**src/rtl/sctag_cpx_pkg.sv**
```systemverilog
// Shared types for the sctag->CPX return-path output queue: packet payload,
// FSM state encoding and a CPU-id decode helper.
package sctag_cpx_pkg;

  localparam int unsigned CPX_PKT_W = 145;
  localparam int unsigned NCPU      = 8;
  localparam int unsigned CPU_W     = $clog2(NCPU);

  typedef struct packed {
    logic [CPX_PKT_W-1:0] data;
    logic [CPU_W-1:0]     cpu;
    logic                 atom;
  } cpx_pkt_t;

  // State names what is on the request bus in the current cycle.
  typedef enum logic [1:0] {
    ST_IDLE  = 2'd0,
    ST_ISSUE = 2'd1,
    ST_ATOM1 = 2'd2,
    ST_ATOM2 = 2'd3
  } cpx_state_e;

  function automatic logic [NCPU-1:0] cpu_onehot(input logic [CPU_W-1:0] cpu);
    cpu_onehot = NCPU'(1) << cpu;
  endfunction

endpackage

```
**src/rtl/sctag_cpx_credit.sv**
```systemverilog
// Per-CPU CPX credit counters; decremented on issue, incremented on grant,
// exported as "at least one" / "at least two" eligibility vectors.
module sctag_cpx_credit
  import sctag_cpx_pkg::*;
#(
  parameter int unsigned CREDITS = 2
) (
  input  logic            rclk,
  input  logic            arst,
  input  logic [NCPU-1:0] issue_i,
  input  logic [NCPU-1:0] grant_i,
  output logic [NCPU-1:0] ge1_o,
  output logic [NCPU-1:0] ge2_o
);

  localparam int unsigned CRED_W = $clog2(CREDITS + 1);

  logic [CRED_W-1:0] credit_q [NCPU];
  logic [CRED_W-1:0] credit_d [NCPU];

  always_comb begin
    for (int i = 0; i < NCPU; i++) begin
      credit_d[i] = credit_q[i] - CRED_W'(issue_i[i]) + CRED_W'(grant_i[i]);
      ge1_o[i]    = (credit_q[i] != '0);
      ge2_o[i]    = (32'(credit_q[i]) >= 32'd2);
    end
  end

  always_ff @(posedge rclk or posedge arst) begin
    if (arst) begin
      for (int i = 0; i < NCPU; i++) credit_q[i] <= CRED_W'(CREDITS);
    end else begin
      for (int i = 0; i < NCPU; i++) credit_q[i] <= credit_d[i];
    end
  end

  // Grant beyond the pool size or issue without credit indicates a protocol bug.
  always_ff @(posedge rclk) begin
    if (!arst) begin
      for (int i = 0; i < NCPU; i++) begin
        assert (!(grant_i[i] && !issue_i[i] && credit_q[i] == CRED_W'(CREDITS)));
        assert (!(issue_i[i] && credit_q[i] == '0));
      end
    end
  end

endmodule

```
**src/rtl/sctag_cpx_outq.sv**
```systemverilog
// sctag->CPX output queue: packet FIFO, issue FSM and registered CPX outputs.
// Optional stall counter enabled by defining SCTAG_CPX_STALL_CNT_EN.
module sctag_cpx_outq
  import sctag_cpx_pkg::*;
#(
  parameter int unsigned DEPTH   = 4,
  parameter int unsigned CREDITS = 2
) (
  input  logic                 rclk,
  input  logic                 arst,
  input  logic                 in_vld,
  input  logic [CPU_W-1:0]     in_cpu,
  input  logic                 in_atom,
  input  logic [CPX_PKT_W-1:0] in_data,
  output logic                 in_stall,
  output logic [NCPU-1:0]      sctag_cpx_req_cq,
  output logic                 sctag_cpx_atom_cq,
  output logic [CPX_PKT_W-1:0] sctag_cpx_data_ca,
  input  logic [NCPU-1:0]      cpx_sctag_grant_cx
`ifdef SCTAG_CPX_STALL_CNT_EN
  ,
  output logic [15:0]          stall_cnt
`endif
);

  localparam int unsigned PTR_W = $clog2(DEPTH);
  localparam int unsigned OCC_W = PTR_W + 1;

  cpx_pkt_t             fifo_q [DEPTH];
  cpx_pkt_t             head_c;
  cpx_pkt_t             in_pkt_c;
  logic [PTR_W-1:0]     wr_ptr_q, rd_ptr_q;
  logic [OCC_W-1:0]     occ_q, occ_d;
  cpx_state_e           state_q, state_d;
  logic [NCPU-1:0]      req_d, ge1, ge2;
  logic                 atom_d, push_c, pop_c, full_c, head_vld_c, pair_rdy_c, blocked_c;
  logic [CPX_PKT_W-1:0] stage_q;
  logic                 stage_vld_q;

  assign in_pkt_c   = '{data: in_data, cpu: in_cpu, atom: in_atom};
  assign head_c     = fifo_q[rd_ptr_q];
  assign full_c     = (occ_q == OCC_W'(DEPTH));
  assign head_vld_c = (occ_q != '0);
  assign pair_rdy_c = (occ_q >= OCC_W'(2));
  assign push_c     = in_vld & ~full_c;
  assign occ_d      = occ_q + OCC_W'(push_c) - OCC_W'(pop_c);

  sctag_cpx_credit #(.CREDITS(CREDITS)) u_credit (
    .rclk    (rclk),
    .arst    (arst),
    .issue_i (req_d),
    .grant_i (cpx_sctag_grant_cx),
    .ge1_o   (ge1),
    .ge2_o   (ge2)
  );

  // Issue decision; the second half of a pair is forced out right after the first.
  always_comb begin
    state_d   = ST_IDLE;
    req_d     = '0;
    atom_d    = 1'b0;
    pop_c     = 1'b0;
    blocked_c = 1'b0;
    if (state_q == ST_ATOM1) begin
      state_d = ST_ATOM2;
      pop_c   = 1'b1;
      req_d   = cpu_onehot(head_c.cpu);
    end else if (head_vld_c) begin
      if (!head_c.atom) begin
        if (ge1[head_c.cpu]) begin
          state_d = ST_ISSUE;
          pop_c   = 1'b1;
          req_d   = cpu_onehot(head_c.cpu);
        end else begin
          blocked_c = 1'b1;
        end
      end else if (!ge2[head_c.cpu]) begin
        blocked_c = 1'b1;
      end else if (pair_rdy_c) begin
        state_d = ST_ATOM1;
        pop_c   = 1'b1;
        atom_d  = 1'b1;
        req_d   = cpu_onehot(head_c.cpu);
      end
    end
  end

  always_ff @(posedge rclk) begin
    if (push_c) fifo_q[wr_ptr_q] <= in_pkt_c;
  end

  // Data trails its request by one cycle through the staging register.
  always_ff @(posedge rclk or posedge arst) begin
    if (arst) begin
      wr_ptr_q          <= '0;
      rd_ptr_q          <= '0;
      occ_q             <= '0;
      state_q           <= ST_IDLE;
      in_stall          <= 1'b0;
      sctag_cpx_req_cq  <= '0;
      sctag_cpx_atom_cq <= 1'b0;
      sctag_cpx_data_ca <= '0;
      stage_q           <= '0;
      stage_vld_q       <= 1'b0;
    end else begin
      if (push_c) wr_ptr_q <= wr_ptr_q + PTR_W'(1);
      if (pop_c) begin
        rd_ptr_q <= rd_ptr_q + PTR_W'(1);
        stage_q  <= head_c.data;
      end
      occ_q             <= occ_d;
      state_q           <= state_d;
      in_stall          <= (occ_d >= OCC_W'(DEPTH - 1));
      sctag_cpx_req_cq  <= req_d;
      sctag_cpx_atom_cq <= atom_d;
      stage_vld_q       <= pop_c;
      if (stage_vld_q) sctag_cpx_data_ca <= stage_q;
    end
  end

  always_ff @(posedge rclk) begin
    if (!arst) assert (!(in_vld && full_c));
  end

`ifdef SCTAG_CPX_STALL_CNT_EN
  logic [15:0] stall_cnt_q;

  always_ff @(posedge rclk or posedge arst) begin
    if (arst) begin
      stall_cnt_q <= '0;
    end else if (blocked_c && stall_cnt_q != 16'hFFFF) begin
      stall_cnt_q <= stall_cnt_q + 16'd1;
    end
  end

  assign stall_cnt = stall_cnt_q;
`endif

endmodule

```
**config.mk**
```make
export PLATFORM = sky130hd
export DESIGN_NAME = sctag_cpx_outq
export DESIGN_NICKNAME = d
export VERILOG_FILES = /design/src/rtl/sctag_cpx_pkg.sv /design/src/rtl/sctag_cpx_credit.sv /design/src/rtl/sctag_cpx_outq.sv
export SDC_FILE = /design/constraint.sdc
export NUM_CORES = 1
export LEC_CHECK = 0
export BUFFER_PORTS_ARGS = -buffer_cell sky130_fd_sc_hd__buf_2
export CORE_ASPECT_RATIO = 0.9
export CORE_MARGIN = 5
export CORE_UTILIZATION = 49
export CTS_CLUSTER_DIAMETER = 60
export DETAILED_ROUTE_END_ITERATION = 7
export GPL_TIMING_DRIVEN = 1
export PLACE_DENSITY = 0.68
export SLEW_MARGIN = 20
export SYNTH_ARGS = -nofsm -noshare
export SYNTH_HDL_FRONTEND = slang
export SYNTH_SLANG_ARGS = --single-unit
```
**constraint.sdc**
```tcl
create_clock -name rclk -period 35.3 [get_ports rclk]
set_input_delay 7.06 -clock rclk [delete_from_list [all_inputs] [get_ports rclk]]
set_output_delay 7.06 -clock rclk [all_outputs]
set_load 0.02 [all_outputs]
```
* After elaboration in Yosys (flattened, before gate mapping)
Memories as Yosys holds them, arrays and structs flattened.
Cells that the tools add are included.
** Storage, ports and cells
- Register bits after elaboration :: 326
- Bits in writable memories :: 596
- Input port bits :: 160
- Output and inout bits :: 155
- Word-level logic and storage cells :: 91
- Memories kept :: 1
** Operators by class
- Add/sub/neg operators :: 20
- Magnitude comparators :: 11
- Eq/ne operators :: 2
- Shifts and indexed selects :: 1
- Multiplexer cells :: 27
- Bitwise gates (word level) :: 2
- Reduce and logical (&&, ||, !) cells :: 9
** Memory list
- fifo_q :: depth 4, bits a word 149, read ports 1, clocked after memory_dff 0, wr ports 1, RTL line sctag_cpx_outq.sv:29 : cpx_pkt_t fifo_q [DEPTH];
** Operator list (number)
- $mux 8 :: 6
- $add 2x1->2 :: 8
- $ge 2x2->1 const B :: 8
- $reduce_bool 2->1 :: 8
- $sub 2x1->2 :: 8
- $mux 1 :: 14
- $mux 2 :: 5
- $shl 1x3->8 const A :: 1
- $bmux 1 s3 :: 2
- $ge 3x2->1 const B :: 2
- $add 2x1->2 const B :: 2
- $lt 3x4->1 const B :: 1
- $add 3x1->3 :: 1
- $eq 3x3->1 const B :: 1
- $reduce_bool 3->1 :: 1
- $sub 3x1->3 :: 1
- $eq 2x2->1 const B :: 1
- $and 1x1->1 :: 1
- $not 1->1 :: 1

* Depth between registers and ports, before layout
Gate-level depths: netlist of the first run.
- Word-level depth :: 9
- Mapped depth :: 17
- Mapped depth without buffers :: 14

* Hierarchy
A second synthesis of the first run with hierarchy kept.
** Unflattened totals
- Cell total of the unflattened synthesis :: 1568
- Area total of the unflattened synthesis :: 34413.0 µm²
** By module, submodules not included
- sctag_cpx_outq :: times used 1, cells each 1495, area each 33468.3 µm², seq. area each 25654.6 µm²
- sctag_cpx_credit :: times used 1, cells each 73, area each 944.7 µm², seq. area each 410.4 µm²

* Worst setup path after synthesis of the first run
Ideal clock, no wire load.
- Path type :: in2reg
- From :: in in_vld
- To :: mem fifo_q[0][0] (netlist bit) (enable)
- Library setup time :: 527 ps
- Arrival time :: 10752 ps
- Required time :: 34773 ps
- Path slack :: 24022 ps
- Stages :: 2
- Buffers on the path :: 0
- Cell sequence :: o31a_1 -> and2_1
** On the way
- Word-level cells in the longest chain between the ends :: 3
** Ends and longest elaborated chain
- start, declared :: RTL line sctag_cpx_outq.sv:11 : input logic in_vld,
- $and 1x1->1 :: RTL line sctag_cpx_outq.sv:45 : assign push_c = in_vld & ~full_c;
- $mux 1 :: RTL line sctag_cpx_outq.sv:89 : if (push_c) fifo_q[wr_ptr_q] <= in_pkt_c;
- $mux 1 (not written as such) :: RTL line sctag_cpx_outq.sv:89
- end, declared :: RTL line sctag_cpx_outq.sv:29
Every way passes these cells.

* Worst setup path after layout of the first run
- From :: in in_vld
- To :: mem fifo_q[3][44] (netlist bit) (enable)
The elaborated chain is that of the path after synthesis.

==> impl_metrics.toml, run 1 <==
[logic_synthesis]
synthFlopType = "edfxtp_1"
synthTopCellsByCount = "596 x edfxtp_1, 318 x dfrtp_1, 206 x mux2_2"
synthMostInstantiatedCell = "edfxtp_1"
synth-edff-count = 596
synth_cell_type_count = 43
synth.top_cell.area_share_pct = 52.0
synth-seq-cells = 922
synthesis.area_sq_um = 34400
synth_area_leaders = "edfxtp_1 52%, dfrtp_1 23%, mux4_2 9.9%, mux2_2 6.7%, mux2_4 3.7%"
yosysSeqAreaShare_pct = 75.8
syn_nets = 1753
synth_area_per_cell_sq_um = 21.9
synthCells = 1569
yosysTopAreaCell = "edfxtp_1"
ys_warn_count = 0
ys_async_sr_fraction_pct = 35.4

[floorplan]
dieArea_sq_um = 75600
fp.coreArea_sq_um = 69800
die_y_um = 261
core.rowCount = 92
io_pins = 315
die_w_um = 289
start_util_pct = 49.3

[placed_design]
hpwl_um = 40500
io_buffer_count = 314
routabilityCongestion = 0.778

[clock_network]
ctsResizeCount = 0
cts_root_buffer = "clkbuf_16"
cts_buffer_depth = 3
holdBufCountCts = 0
clk_pin_slew_ns = 0.06
cts_tree = "built"
clk_latency_ns = 0.63
cts_buffers = 91
post_cts_buffers = 0
cts.sinks = 922
h-tree-depth = 3

[route]
dr.pass1.iters = 5
wire_per_inst_um = 22.9
route.detailed.drc = 0
ant_nets = 0
drt-initial-drc-count = 896
vias_per_cell = 5.31
via_count = 15700
drt_wl_total_um = 67900

[timing]
tightest_slew_ns = 1.09
slew_headroom_pct = 27.1
slew_viol_final = 0
skew_ns = 0.0170
period_share_pct = 25.4
finalSetupTns_ns = 0
fmax_mhz = 112
finalSetupViolCount = 0
finalCriticalPeriod_ns = 8.96
rsz0062_at_grt = "no"
hold_viol_final = 0

[power_and_ir_drop]
p_clk_share_pct = 23.2
switching_power_mw = 1.28
pwr-share-comb_pct = 35.6
ir_drop_v = 0.0000953
p_per_area_nw_per_um2 = 103
leakagePower_nw = 15.1
internal_power_mw = 2.85
power.share.sequential_pct = 41.1
p_sw_share_pct = 31.0

[final_layout]
nNetsFinal = 2112
fillers = 5191
syn_to_final_growth_pct = 16.4
drive_above_1_share_pct = 46.3
post-route-util_pct = 57.4

[critical_path]
critPathMaxFanout = 64
path_class = "in -> reg"
end_kind = "flop"
slowest_delay_ns = 0.92
path_cells = "buf_2 -> o31a_1 -> and2_4 -> buf_4"
cp.arrival_ns = 9.21
required_ns = 35.54
start_kind = "input pin"
slowest_stage = "buf_4"

[run_status]
status = "finished clean"

[min_path]
hold_path.class = "reg -> reg"

[flow_run]
cap_violations = 0

[global_routing]
antenna_found_initial = 32
grt_max_degree = 137
grt_usage_pct = 18.1
grt_pass1_vias = 16900
grt_overflow_total = 0
grt_pass1_wl_um = 103000
flip-flops by register name (all words and copies together), names as in the netlist:
| name | cells |
|---|---|
| state_q | 2 |
| sctag_cpx_atom_cq | 1 |
| rd_ptr_q | 2 |
| sctag_cpx_data_ca | 145 |
| sctag_cpx_req_cq | 8 |
| fifo_q | 596 |
| in_stall | 1 |
| stage_vld_q | 1 |
| occ_q | 3 |
| u_credit.credit_q | 16 |
| stage_q | 145 |
| wr_ptr_q | 2 |
cells by family after synthesis:
family,share of synthesized area (%)
fa+ha+maj,0.895
simple gates,0.684
compound gates,0.458
buf+inv,1.32
xor+xnor,0.509
flops,75.8
mux,20.3
metrics by stage:
step / std cells / instance area, sq um / total power [mW] / worst slack, ns / hold WS, ns
final: 2966 / 40000 / 4.13 / 26.34 / 0.488
after global routing: 2958 / 40000 / 4.35 / 26.17 / 0.494
after CTS: 2946 / 40000 / 4.20 / 26.27 / 0.490
after detailed placement: 2775 / 37000 / 3.22 / 25.60 / 0.483
after global placement: 2775 / 37000 / 3.18 / 25.60 / 0.481
after floorplan: 1569 / 34400 / 2.85 / 19.23 / 0.466
metal layers:
layer	up-vias	global-route usage, %	routed length (um)
li1	6935	-	-
met1	8302	24.2	28000
met2	335	29.0	33600
met3	147	5.17	4250
met4	24	6.00	1900
met5	-	0	138
path summary, 6_finish.rpt:
kind                       depth (start not counted)                           start                            endpoint  slack (ns)
setup / recovery                                   4                          in_vld             fifo_q[3][44]$_DFFE_PP_       26.34
hold / removal                                     1  u_credit.credit_q[7]$_DFF_PP1_      u_credit.credit_q[7]$_DFF_PP1_        0.49
setup reg to reg                                   9         rd_ptr_q[0]$_DFFE_PP0P_             stage_q[90]$_DFFE_PP0P_       29.55
hold reg to reg                                    1  u_credit.credit_q[7]$_DFF_PP1_      u_credit.credit_q[7]$_DFF_PP1_        0.49
max in group asynchronous                          3                            arst  sctag_cpx_data_ca[114]$_DFFE_PP0P_       27.23
min in group asynchronous                          2                            arst             stage_q[62]$_DFFE_PP0P_        6.65
power by group through the flow:
stage | sequential, mW | combinational [mW] | clock (mW)
detailed placement | 1.73 | 1.49 | 0
global route | 1.74 | 1.58 | 1.03
global placement | 1.71 | 1.47 | 0
CTS | 1.71 | 1.50 | 0.984
finish | 1.70 | 1.47 | 0.960
floorplan | 1.77 | 1.08 | 0
area by class of cell:
type | instances | area, sq um | area share [%]
clock buffer | 125 | 2500 | 6.24
sequential | 922 | 26100 | 65.2
timing repair buffer | 334 | 1730 | 4.33
antenna | 20 | 50.0 | 0.125
tap | 940 | 1180 | 2.94
multi-input combinational | 550 | 7880 | 19.7
inverter | 29 | 116 | 0.291
clock inverter | 46 | 494 | 1.23
layout by cell type (no fill, tap or decap), types with 4 or more instances in the layout:
cell | Yosys | routed
dfrtp_1 | 318 | 315
a21oi_1 | 4 | 4
mux2_2 | 206 | 206
clkbuf_16 | 0 | 93
clkinv_2 | 0 | 11
o21ai_0 | 4 | 4
nor2_1 | 11 | 11
nor3b_1 | 4 | 4
nand2_1 | 5 | 5
bufinv_16 | 0 | 9
clkinvlp_4 | 0 | 4
buf_2 | 9 | 314
buf_4 | 1 | 19
diode_2 | 0 | 20
clkbuf_1 | 47 | 27
and2_4 | 0 | 4
dfstp_2 | 8 | 8
xnor2_1 | 19 | 19
nand2b_1 | 5 | 5
mux4_2 | 151 | 151
clkinv_1 | 0 | 13
clkbuf_8 | 0 | 5
inv_6 | 0 | 5
inv_1 | 29 | 28
mux2_4 | 84 | 84
ha_1 | 23 | 23
edfxtp_1 | 596 | 596
worst max-delay path, delay by kind of cell:
| family | cells | cell delay [ns] |
|---|---|---|
| AO/OA/AOI/OAI | 1 | 0.37 |
| AND/OR/NAND/NOR | 1 | 0.68 |
| buffers and inverters | 2 | 1.03 |
(Power assumes the default switching activity.)
==> run 2, diff against run 1 <==
Settings changed: ABC_AREA set to 1.
Clock period 35.3 ns to 9.2 ns, I/O delays scaled along.
==> run 2 against run 1 <==
Effect of this change:
- setup slack lost 23 ns
- flip-flop and latch count is the same
- synthesized cell count is 66% higher
- critical path type is now reg -> reg
- critical endpoint is now stage_q[44]$_DFFE_PP0P_
- worst hold slack gained 0.0099 ns
- count of clock-buffer cells in the layout grew 14
- via count grew 39%
- clock power increased to 3.9 times the previous value
- final cell count grew 32%
- register-to-register slack lost 26 ns
- largest power group unchanged
- first-iteration DRC count increased by 77%
- sequential share of layout area down 0.75 points
- clock skew fell by 0.0015 ns
==> impl_metrics.toml, run 2 <==
[run_status]
status = "finished clean"

[route]
drt_wl_total_um = 83300
vias_per_cell = 5.58
drt-initial-drc-count = 1585
wire_per_inst_um = 21.3
route.detailed.drc = 0
ant_nets = 0
dr.pass1.iters = 6
via_count = 21800

[clock_network]
ctsResizeCount = 0
holdBufCountCts = 0
post_cts_buffers = 0
cts_buffer_depth = 3
cts.sinks = 922
cts_tree = "built"
h-tree-depth = 3
clk_latency_ns = 0.64
cts_buffers = 93
cts_root_buffer = "clkbuf_16"
clk_pin_slew_ns = 0.06

[timing]
finalCriticalPeriod_ns = 5.72
tightest_slew_ns = 1.11
hold_viol_final = 0
period_share_pct = 62.2
rsz0062_at_grt = "no"
slew_headroom_pct = 26.2
fmax_mhz = 175
skew_ns = 0.0155
finalSetupTns_ns = 0
finalSetupViolCount = 0
slew_viol_final = 0

[final_layout]
final_common_cell = "edfxtp_1"
top_regs = "fifo_q (596), sctag_cpx_data_ca (145), stage_q (145)"
final_cell_mix = "596 x edfxtp_1, 347 x nand2_1, 315 x nor2_1, 315 x dfrtp_1, 314 x buf_2"
post-route-util_pct = 56.8
largest-register = "fifo_q"
fillers = 5562
largest_reg_flops = 596
final_cell_area_sq_um = 40500
syn_to_final_growth_pct = 15.3
nNetsFinal = 3044
drive_above_1_share_pct = 22.0

[floorplan]
dieArea_sq_um = 77100
die_y_um = 264
core.rowCount = 93
start_util_pct = 49.2
fp.coreArea_sq_um = 71300
io_pins = 315
die_w_um = 292

[logic_synthesis]
ys_warn_count = 0
yosysTopAreaCell = "edfxtp_1"
synth_area_per_cell_sq_um = 13.5
synthMostInstantiatedCell = "edfxtp_1"
synthesis.area_sq_um = 35100
synth-seq-cells = 922
ys_async_sr_fraction_pct = 35.4
syn_nets = 2792
synthFlopType = "edfxtp_1"
synthTopCellsByCount = "596 x edfxtp_1, 347 x nand2_1, 319 x nor2_1"
synth.top_cell.area_share_pct = 51.0
synthCells = 2608
yosysSeqAreaShare_pct = 74.2
synth-edff-count = 596
synth_area_leaders = "edfxtp_1 51%, dfrtp_1 23%, mux2_2 4.6%, o21ai_0 4.2%, nand2_1 3.7%"
synth_cell_type_count = 34

[global_routing]
grt_usage_pct = 21.1
grt_overflow_total = 0
grt_pass1_vias = 22200
antenna_found_initial = 33
grt_pass1_wl_um = 129000
grt_max_degree = 150

[critical_path]
required_ns = 9.77
start_kind = "flop"
end_kind = "flop"
r2r-end = "stage_q[44]$_DFFE_PP0P_"
reg2reg_from = "rd_ptr_q[1]$_DFFE_PP0P_"
cp.arrival_ns = 6.29
worst-r2r-setup-slack_ns = 3.48
r2r_cells = 14
path_class = "reg -> reg"
critPathMaxFanout = 79

[power_and_ir_drop]
ir_drop_v = 0.000376
leakagePower_nw = 16.0
p_per_area_nw_per_um2 = 403
power.total_mw = 16.3

[min_path]
worstHoldStart = "sctag_cpx_data_ca[134]$_DFFE_PP0P_"
min_to = "sctag_cpx_data_ca[134]$_DFFE_PP0P_"
hold_path.class = "reg -> reg"
hold_path_depth = 1

[placed_design]
io_buffer_count = 314
hpwl_um = 47000
dpl-instance-area_sq_um = 37400
routabilityCongestion = 0.855

[flow_run]
cap_violations = 0
==> run 2: cell types whose count changed in the layout (fill, tap and decap cells not counted), moves of 6 or more <==
| cell | previous run | this run |
|---|---|---|
| o22ai_1 | 0 | 145 |
| xor2_1 | 1 | 8 |
| o21ai_0 | 4 | 293 |
| mux4_2 | 151 | 0 |
| clkbuf_1 | 27 | 33 |
| inv_1 | 28 | 37 |
| clkinv_1 | 13 | 7 |
| clkbuf_8 | 5 | 11 |
| mux2_4 | 84 | 0 |
| nand4_1 | 0 | 147 |
| nor2_1 | 11 | 315 |
| xnor2_1 | 19 | 11 |
| mux2_2 | 206 | 145 |
| nand2_1 | 5 | 347 |
==> run 2: cell type report <==
type	count	area, sq um	area share [%]
clock inverters	37	400	0.989
well taps	950	1190	2.94
repair buffers	337	1800	4.45
flip-flops and latches	922	26100	64.4
multi-input cells	1463	8140	20.1
diodes	21	52.6	0.130
clock buffers	139	2650	6.55
inverters	43	180	0.445
==> run 2: worst max-delay path, cell delays in order (launching register included) <==
cell and delay, ns:
dfrtp_4 0.94, inv_4 0.45, nand3_4 0.27, nand2_2 0.18
nand2_1 0.11, nand2_1 0.06, nand2_1 0.08, nand2_1 0.05
nand2_1 0.09, nand3_4 0.77, nand3_4 0.88, buf_4 0.84
buf_4 0.60, nand2_1 0.13, nand2_1 0.10
==> run 2: cell families after synthesis <==
family	count (synthesis)	share of synthesized area (%)
XOR/XNOR	19	0.474
AND/OR/NAND/NOR	829	10.1
flip-flops	922	74.2
multiplexers	145	4.65
buffers and inverters	223	2.77
adder cells (fa/ha/maj)	24	0.876
AO/OA/AOI/OAI	446	6.92
==> run 2: through the flow <==
stage / hold WS, ns / setup WS, ns / cells
after floorplan: 0.469 / 0.302 / 2608
after global placement: 0.484 / 3.63 / 3715
after detailed placement: 0.490 / 3.48 / 3715
after CTS: 0.499 / 3.45 / 3891
after global routing: 0.509 / 3.11 / 3901
final: 0.498 / 3.48 / 3912
==> run 2: how the worst max path moves through the flow <==
stage                       startpoint                 endpoint  slack [ns]  depth (start not counted)
3_5_place_dp   rd_ptr_q[1]$_DFFE_PP0P_  stage_q[44]$_DFFE_PP0P_        3.48                         14
4_1_cts        rd_ptr_q[1]$_DFFE_PP0P_  stage_q[44]$_DFFE_PP0P_        3.45                         14
3_3_place_gp   rd_ptr_q[1]$_DFFE_PP0P_  rd_ptr_q[0]$_DFFE_PP0P_        3.63                         14
6_report       rd_ptr_q[1]$_DFFE_PP0P_  stage_q[44]$_DFFE_PP0P_        3.48                         14
5_1_grt        rd_ptr_q[1]$_DFFE_PP0P_  stage_q[44]$_DFFE_PP0P_        3.11                         14
2_1_floorplan                   in_vld   fifo_q[0][0]$_DFFE_PP_        0.30                          2
==> run 2: per-layer routing <==
| layer | vias to the layer above | part of all wire, % | global-route usage (%) |
|---|---|---|---|
| li1 | 9968 | - | - |
| met1 | 11000 | 40 | 27.0 |
| met2 | 679 | 50 | 35.6 |
| met3 | 176 | 7.3 | 5.34 |
| met4 | 30 | 2.8 | 7.07 |
| met5 | - | 0.24 | 0 |
==> run 2: power by group <==
part	switching (mW)	total (mW)	internal, mW
Combinational	4.15	6.07	1.92
Sequential	0.678	6.52	5.85
Clock	1.54	3.72	2.18
Total	6.37	16.3	9.94
==> run 3, diff against run 2 <==
Settings changed: PLACE_DENSITY 0.68 to 0.7.
Clock period 9.2 ns to 5 ns, I/O delays scaled along.
==> run 3 against run 2 <==
Effect of this change:
- clock skew increased by 0.0041 ns
- critical endpoint is now in_stall$_DFF_PP0_
- non-clock buffer count increased by 10
- flip-flop and latch count unchanged
- sequential share of layout area decreased by 0.23 points
- global-route usage increased by 0.31 points
- core utilization increased by 0.20 points
==> impl_metrics.toml, run 3 (synthesis gave the netlist of run 2 again) <==
[run_status]
status = "finished clean"

[final_layout]
fin_cells = 3921
area.sequential_sq_um = 26100
largest-register = "fifo_q"
multi_input_area_sq_um = 8150
syn_to_final_growth_pct = 15.7
final_cell_mix = "596 x edfxtp_1, 347 x nand2_1, 315 x nor2_1, 315 x dfrtp_1, 314 x buf_2"
fillers = 5600
top_regs = "fifo_q (596), sctag_cpx_data_ca (145), stage_q (145)"
post-route-util_pct = 57.0
final_common_cell = "edfxtp_1"
nNetsFinal = 3052
largest_reg_flops = 596
drive_above_1_share_pct = 22.4
final_cell_area_sq_um = 40600

[power_and_ir_drop]
pwr-share-comb_pct = 38.3
p_sw_share_pct = 39.3
p_clk_share_pct = 22.2
leakagePower_nw = 16.0
internal_power_mw = 18.3
power.total_mw = 30.1
p_per_area_nw_per_um2 = 741
ir_drop_v = 0.00118
power.share.sequential_pct = 39.5
switching_power_mw = 11.8

[route]
ant_nets = 0
vias_per_cell = 5.64
via_count = 22100
drt_wl_total_um = 83800
drt-initial-drc-count = 1861
route.detailed.drc = 0
dr.pass1.iters = 5
wire_per_inst_um = 21.4

[placed_design]
dpl-instance-area_sq_um = 37600
hpwl_um = 46200
dpl.cell_count = 3725
routabilityCongestion = 0.792
pre_cts_ws_ns = 1.10
io_buffer_count = 314

[min_path]
hold_path.class = "in -> async"

[flow_run]
cap_violations = 0

[timing]
rsz0062_at_grt = "no"
tightest_slew_ns = 1.06
layout_setup_ws_ns = 1.08
whs_ns = 0.500
finalSetupViolCount = 0
finalCriticalPeriod_ns = 3.92
period_share_pct = 78.5
slew_viol_final = 0
slew_headroom_pct = 29.2
finalSetupTns_ns = 0
hold_viol_final = 0
skew_ns = 0.0196
fmax_mhz = 255

[critical_path]
start_kind = "flop"
required_ns = 5.52
cp.arrival_ns = 4.44
critPathMaxFanout = 57
path_class = "reg -> reg"
end_kind = "flop"

[floorplan]
die_y_um = 264
fp.coreArea_sq_um = 71300
dieArea_sq_um = 77100
io_pins = 315
die_w_um = 292
start_util_pct = 49.2
core.rowCount = 93

[global_routing]
grt_max_degree = 209
grt_usage_pct = 21.4
grt_pass1_vias = 22700
grt_pass1_wl_um = 131000
antenna_found_initial = 37
grt_overflow_total = 0

[clock_network]
cts_buffers = 91
cts_tree = "built"
cts_root_buffer = "clkbuf_16"
clk_pin_slew_ns = 0.06
cts.sinks = 922
cts_buffer_depth = 3
ctsResizeCount = 0
post_cts_buffers = 0
clk_latency_ns = 0.63
h-tree-depth = 3
holdBufCountCts = 0
## run 3: cell types whose count changed in the layout (fill, tap and decap cells not counted), sizes merged
| cell | change |
|---|---|
| inv | -2 |
| buf | +10 |
| clkbuf | -12 |
| clkinvlp | +3 |
| bufinv | -1 |
| clkinv | +6 |
| diode | +5 |
## run 3: power by group through the flow
stage	clock (mW)	combinational (mW)	sequential, mW
2_1_floorplan	0	7.61	12.4
3_3_place_gp	0	11.2	11.9
3_5_place_dp	0	11.6	12.0
4_1_cts	6.82	11.7	11.9
5_1_grt	7.16	12.8	12.1
6_report	6.69	11.5	11.9
## run 3: layer usage
| layer | wire length, um | up-vias | part of all wire (%) | GRT usage, % |
|---|---|---|---|---|
| li1 | - | 10000 | - | - |
| met1 | 33800 | 11200 | 40 | 27.7 |
| met2 | 41600 | 683 | 50 | 35.7 |
| met3 | 5710 | 178 | 6.8 | 5.17 |
| met4 | 2480 | 26 | 3.0 | 7.66 |
| met5 | 176 | - | 0.21 | 0 |
## run 3: worst max-delay path, cell delays in order (launching register included)
cell and delay (ns):
dfrtp_4 0.66, inv_4 0.23, buf_4 0.58, nor2_1 0.10, o21ai_0 0.10, nand2_1 0.09, nor2_1 0.18, nand3_4 0.46
nand3_4 0.29, ha_1 0.26, inv_1 0.07, ha_1 0.15, fa_1 0.45, a21o_1 0.17
## run 3: layout make-up
| class | count | area share, % |
|---|---|---|
| Antenna cell | 26 | 0.160 |
| Clock buffer | 127 | 6.34 |
| Multi-Input combinational cell | 1463 | 20.0 |
| Timing Repair Buffer | 347 | 4.94 |
| Tap cell | 950 | 2.93 |
| Clock inverter | 43 | 0.967 |
| Inverter | 43 | 0.443 |
| Sequential cell | 922 | 64.2 |
## run 3: worst paths after layout
check | startpoint | end | slack, ns | cells after the start
worst max-delay path | rd_ptr_q[1]$_DFFE_PP0P_ | in_stall$_DFF_PP0_ | 1.08 | 13
worst min-delay path | arst | stage_q[133]$_DFFE_PP0P_ | 0.50 | 2
worst max register to register | rd_ptr_q[1]$_DFFE_PP0P_ | in_stall$_DFF_PP0_ | 1.08 | 13
worst min register to register | sctag_cpx_data_ca[139]$_DFFE_PP0P_ | sctag_cpx_data_ca[139]$_DFFE_PP0P_ | 0.50 | 1
max in group asynchronous | arst | rd_ptr_q[1]$_DFFE_PP0P_ | 3.34 | 3
min in group rclk | sctag_cpx_data_ca[139]$_DFFE_PP0P_ | sctag_cpx_data_ca[139]$_DFFE_PP0P_ | 0.50 | 1
